File: src/rtl/oled_source_arbiter.sv
// Frame-synchronous arbiter giving one renderer ownership of the 96x64 OLED pixel stream,
// with blank frames on every hand-over. Optional outline via `BORDER_EN.
module oled_source_arbiter #(
   parameter int unsigned N_SRC          = 4,
   parameter int unsigned BLANK_FRAMES   = 2,
   parameter logic [15:0] DEFAULT_COLOUR = 16'h0000,
   parameter logic [15:0] BORDER_COLOUR  = 16'h07E0
) (
   input  logic                 clk,
   input  logic                 reset,
   input  logic                 frame_begin,
   input  logic [N_SRC-1:0]     req,
   input  logic [16*N_SRC-1:0]  src_pixel,
   input  logic [12:0]          pixel_index,
   output logic [15:0]          pixel_data,
   output logic [N_SRC-1:0]     grant,
   output logic                 active,
   output logic                 switching
);

   localparam int unsigned CNT_W     = (BLANK_FRAMES < 2) ? 1 : $clog2(BLANK_FRAMES + 1);
   localparam int unsigned PIX_TOTAL = 6144;
   localparam bit          DIRECT    = (BLANK_FRAMES == 0);

   typedef enum logic [1:0] {ST_IDLE, ST_BLANK, ST_SHOW} state_e;

   state_e             state_q, state_d;
   logic [N_SRC-1:0]   grant_q, grant_d;
   logic [N_SRC-1:0]   pending_q, pending_d;
   logic [CNT_W-1:0]   cnt_q, cnt_d;
   logic [N_SRC-1:0]   req_s1_q, req_s2_q;
   logic               active_q, switching_q;
   logic [15:0]        pix_q, pix_d;
   logic [N_SRC-1:0]   winner_c;
   logic [15:0]        sel_pix_c;

   // Fixed priority: lowest-index synced request wins, one-hot.
   always_comb begin
      winner_c = '0;
      for (int i = N_SRC - 1; i >= 0; i--) begin
         if (req_s2_q[i]) winner_c = N_SRC'(1) << i;
      end
   end

   // Ownership decisions are taken only on frame_begin.
   always_comb begin
      state_d   = state_q;
      grant_d   = grant_q;
      pending_d = pending_q;
      cnt_d     = cnt_q;
      if (frame_begin) begin
         case (state_q)
            ST_IDLE: begin
               if (|winner_c) begin
                  pending_d = winner_c;
                  if (DIRECT) begin
                     state_d = ST_SHOW;
                     grant_d = winner_c;
                  end else begin
                     state_d = ST_BLANK;
                     cnt_d   = CNT_W'(BLANK_FRAMES);
                  end
               end
            end
            ST_BLANK: begin
               if (!(|winner_c)) begin
                  state_d   = ST_IDLE;
                  pending_d = '0;
               end else if (winner_c != pending_q) begin
                  pending_d = winner_c;
                  cnt_d     = CNT_W'(BLANK_FRAMES);
               end else if (cnt_q == CNT_W'(1)) begin
                  state_d = ST_SHOW;
                  grant_d = pending_q;
               end else begin
                  cnt_d = cnt_q - CNT_W'(1);
               end
            end
            ST_SHOW: begin
               if (!(|winner_c)) begin
                  state_d   = ST_IDLE;
                  grant_d   = '0;
                  pending_d = '0;
               end else if (winner_c != grant_q) begin
                  pending_d = winner_c;
                  if (DIRECT) begin
                     grant_d = winner_c;
                  end else begin
                     grant_d = '0;
                     state_d = ST_BLANK;
                     cnt_d   = CNT_W'(BLANK_FRAMES);
                  end
               end
            end
            default: begin
               state_d   = ST_IDLE;
               grant_d   = '0;
               pending_d = '0;
            end
         endcase
      end
   end

   always_comb begin
      sel_pix_c = '0;
      for (int i = 0; i < N_SRC; i++) begin
         if (grant_q[i]) sel_pix_c = sel_pix_c | src_pixel[16*i +: 16];
      end
   end

`ifdef BORDER_EN
   logic [6:0] x_c;
   logic       on_border_c;
   always_comb begin
      x_c         = 7'(pixel_index % 13'd96);
      on_border_c = (x_c == 7'd0) || (x_c == 7'd95) ||
                    (pixel_index < 13'd96) || (pixel_index >= 13'd6048);
   end
`endif

   // Out-of-frame indices always read as background, whatever the state.
   always_comb begin
      pix_d = DEFAULT_COLOUR;
      if ((pixel_index < 13'(PIX_TOTAL)) && (state_q == ST_SHOW)) begin
         pix_d = sel_pix_c;
`ifdef BORDER_EN
         if (on_border_c) pix_d = BORDER_COLOUR;
`endif
      end
   end

   always_ff @(posedge clk or posedge reset) begin
      if (reset) begin
         state_q     <= ST_IDLE;
         grant_q     <= '0;
         pending_q   <= '0;
         cnt_q       <= '0;
         req_s1_q    <= '0;
         req_s2_q    <= '0;
         active_q    <= 1'b0;
         switching_q <= 1'b0;
         pix_q       <= DEFAULT_COLOUR;
      end else begin
         state_q     <= state_d;
         grant_q     <= grant_d;
         pending_q   <= pending_d;
         cnt_q       <= cnt_d;
         req_s1_q    <= req;
         req_s2_q    <= req_s1_q;
         active_q    <= (state_d == ST_SHOW);
         switching_q <= (state_d == ST_BLANK);
         pix_q       <= pix_d;
      end
   end

   assign pixel_data = pix_q;
   assign grant      = grant_q;
   assign active     = active_q;
   assign switching  = switching_q;

endmodule

File: config.mk
export PLATFORM = sky130hd
export DESIGN_NAME = oled_source_arbiter
export DESIGN_NICKNAME = d
export VERILOG_FILES = /design/src/rtl/oled_source_arbiter.sv
export SDC_FILE = /design/constraint.sdc
export NUM_CORES = 1
export LEC_CHECK = 0
export BUFFER_PORTS_ARGS = -buffer_cell sky130_fd_sc_hd__clkbuf_2
export CORE_UTILIZATION = 42
export CTS_BUF_LIST = sky130_fd_sc_hd__clkbuf_4
export CTS_CLUSTER_SIZE = 28
export DETAILED_ROUTE_END_ITERATION = 7
export PLACE_DENSITY_LB_ADDON = 0.3
export SLEW_MARGIN = 20
export SYNTH_ARGS = -nofsm -noshare
export SYNTH_HDL_FRONTEND = slang
export SYNTH_SLANG_ARGS = --single-unit
File: constraint.sdc
create_clock -name clk -period 2 [get_ports clk]
set_clock_uncertainty 0.2 [all_clocks]
set_input_delay 0 -clock clk [delete_from_list [all_inputs] [get_ports clk]]
set_output_delay 0 -clock clk [all_outputs]
set_load 0.03 [all_outputs]
==> out/qor.yml <==
drt-met1-wl_um: 2910
regToRegEndpoint: "cnt_q[0]"
num_rows: 24
cts_num_sinks: 38
postSynth.asyncResetShare_pct: 100
cp-end-kind: "flip-flop"
r2r_cells: 6
die_w_um: 71.1
fmax_mhz: 443
numPlacedInstances: 347
cts.clk_slew.worst_paths_ns: 0.13
hold_class: "input port to async pin"
post_synth_num_cell_types: 50
layout_commonest_cell: "clkbuf_2"
multi_input_comb_area_um2: 1020
grt_max_degree: 39
via_per_inst: 5.63
p_total_mw: 3.14
yosys_warnings: 0
h-tree-depth: 2
critPathKind: "flip-flop to flip-flop"
cts_tree: "built"
wl_met3_um: 491
rsz0062_at_grt: "true"
syn_area_um2: 2010
globalplace.congestion: 0.849
cp.arrival_ns: 2.30
syn_to_final_growth_pct: 78.5
gr-usage-all-layers_pct: 30.9
routedWlPerCell_um: 18.5
fin_cells: 432
io_buffers: 94
worstPathRequired_ns: 2.04
cpPeakStageDelay_ns: 0.49
ff2ff_setup_slack_ns: -0.26
synthFlopType: "dfrtp_1"
crit_path_top_delay_cell: "dfrtp_2"
synth-edff-count: 0
initial_core_util_pct: 44.9
drt_iter0_drc: 183
diodes: 0
worst_hold_slack_ns: 0.0656
leakagePower_nw: 1.68
place.detailed.hpwl_um: 3880
fin_crit_sh_pct: 113
setup_viol: 14
clk_latency_ns: 0.36
drt-total-wl_um: 7990
critical_path_buf_inv_count: 0
clockBufferDepth: 2
vias: 2430
drcViolationCount: 10
chipHeight_um: 71.1
period_needed_ns: 2.26
vdd_drop_max_mv: 0.520
grt_pass1_vias: 2461
relSlewSlack_pct: 68.0
synth_seq_cells: 38
failed_checks: "DRC, setup timing"
wl_met2_um: 4000
hold_violations: 0
clock-root-buffer: "clkbuf_4"
die_area_um2: 5060
antenna_found_initial: 0
mostFrequentLayoutCells: "clkbuf_2, dlygate4sd3_1, a22oi_1, dfrtp_1, buf_4"
critical-path-top-delay-family: "compound AO/OA/AOI/OAI gates"
setup_slack_ns: -0.260
ys_seq_area_share_pct: 47.4
grt_pass1_wl_um: 11800
top_layer_used: "met4"
core_area_um2: 4470
cts-buffers-inserted: 5
post-place-ws_ns: -0.303
slew_violations: 0
outcome: "finished with violations"
pwr_density_cell_nw_per_um2: 877
final_net_count: 468
ant_nets: 0
regArea_um2: 958
r2r_start: "req_s2_q[1]"
cap_violations: 0
ios: 106
gr-total-overflow: 0
path_cells: "nor4b_4, xnor2_1, a21oi_2, o22a_1, a211o_2, mux2_2"
syn_avg_cell_area_um2: 10.7
drive_above_1_share_pct: 42.4
synth_nets: 276
worstMarginPinSlew_ns: 0.480
critPathLaunchType: "flip-flop"
critPathMaxFanout: 7
firstDrtPassIters: 7
fill_cells: 255
utilization_pct: 80.1
synthCells: 187
cell families after synthesis:
group / count (synthesis) / synth area share (%)
compound gates: 74 / 25.8
mux: 6 / 3.30
xor+xnor: 3 / 1.31
simple gates: 35 / 13.0
flops: 38 / 47.4
buf+inv: 26 / 6.17
fa+ha+maj: 5 / 3.12
what timing repair did:
item	4_1_cts	5_1_grt
hold buffers	72	0
endpoints found under the setup margin	14	14
resized for setup	9	9
pin swaps	6	9
setup buffers	4	1
endpoints found under the hold margin	65	0
how the worst max path moves through the flow:
stage / start / slack (ns) / depth (start not counted) / to
2_1_floorplan: req_s2_q[0] / -0.18 / 7 / pending_q[3]
3_3_place_gp: req_s2_q[0] / -0.25 / 6 / pending_q[3]
6_report: req_s2_q[1] / -0.26 / 6 / cnt_q[0]
5_1_grt: req_s2_q[1] / -0.39 / 6 / cnt_q[0]
3_5_place_dp: req_s2_q[0] / -0.30 / 6 / pending_q[3]
4_1_cts: req_s2_q[0] / -0.22 / 6 / pending_q[3]
stage by stage:
stage,instance area [um2],TNS [ns]
CTS,3520,-1.72
finish,3580,-2.17
floorplan,2030,-0.884
global route,3580,-3.95
detailed placement,2690,-3.04
global placement,2690,-2.37
final cells by class:
type,count,area share (%)
timing repair buffer,199,40.2
clock inverter,2,0.244
multi-input combinational,123,28.4
clock buffer,6,1.26
sequential,38,26.7
inverter,12,1.26
tap,52,1.82
worst reg2reg max path, delay by kind of cell, from the launching register on:
kind / cells / cell delay (ns)
AO/OA/AOI/OAI: 3 / 0.64
flip-flops: 1 / 0.49
XOR/XNOR: 1 / 0.18
multiplexers: 1 / 0.26
AND/OR/NAND/NOR: 1 / 0.39
state kept, by name, summed over array words and instances, names as in the netlist:
register,flops
cnt_q,2
pending_q,4
active,1
grant,4
state_q,2
req_s1_q,4
switching,1
req_s2_q,4
pixel_data,16
synthesized netlist by cell type (3+ instances only):
| cell | count | area, um2 |
|---|---|---|
| nand2_1 | 9 | 33.8 |
| a22oi_1 | 33 | 248 |
| ha_1 | 5 | 62.6 |
| o21ai_0 | 6 | 30.0 |
| dfrtp_1 | 38 | 951 |
| clkbuf_1 | 9 | 33.8 |
| inv_1 | 12 | 45.0 |
| nor2_1 | 4 | 15.0 |
| nor3_1 | 3 | 15.0 |
| mux2i_1 | 4 | 40.0 |
| a21oi_1 | 18 | 90.1 |
report_power, final:
part           switching, mW  internal, mW
sequential            0.0867         0.867
clock                  0.254         0.146
combinational          0.861         0.929
total                   1.20          1.94
layer usage:
layer | global-route usage, % | vias up
met2 | 54.6 | 151
met3 | 6.84 | 56
li1 | - | 1080
met1 | 31.4 | 1143
met5 | 0 | -
met4 | 24.4 | 0
(Power assumes the default switching activity.)
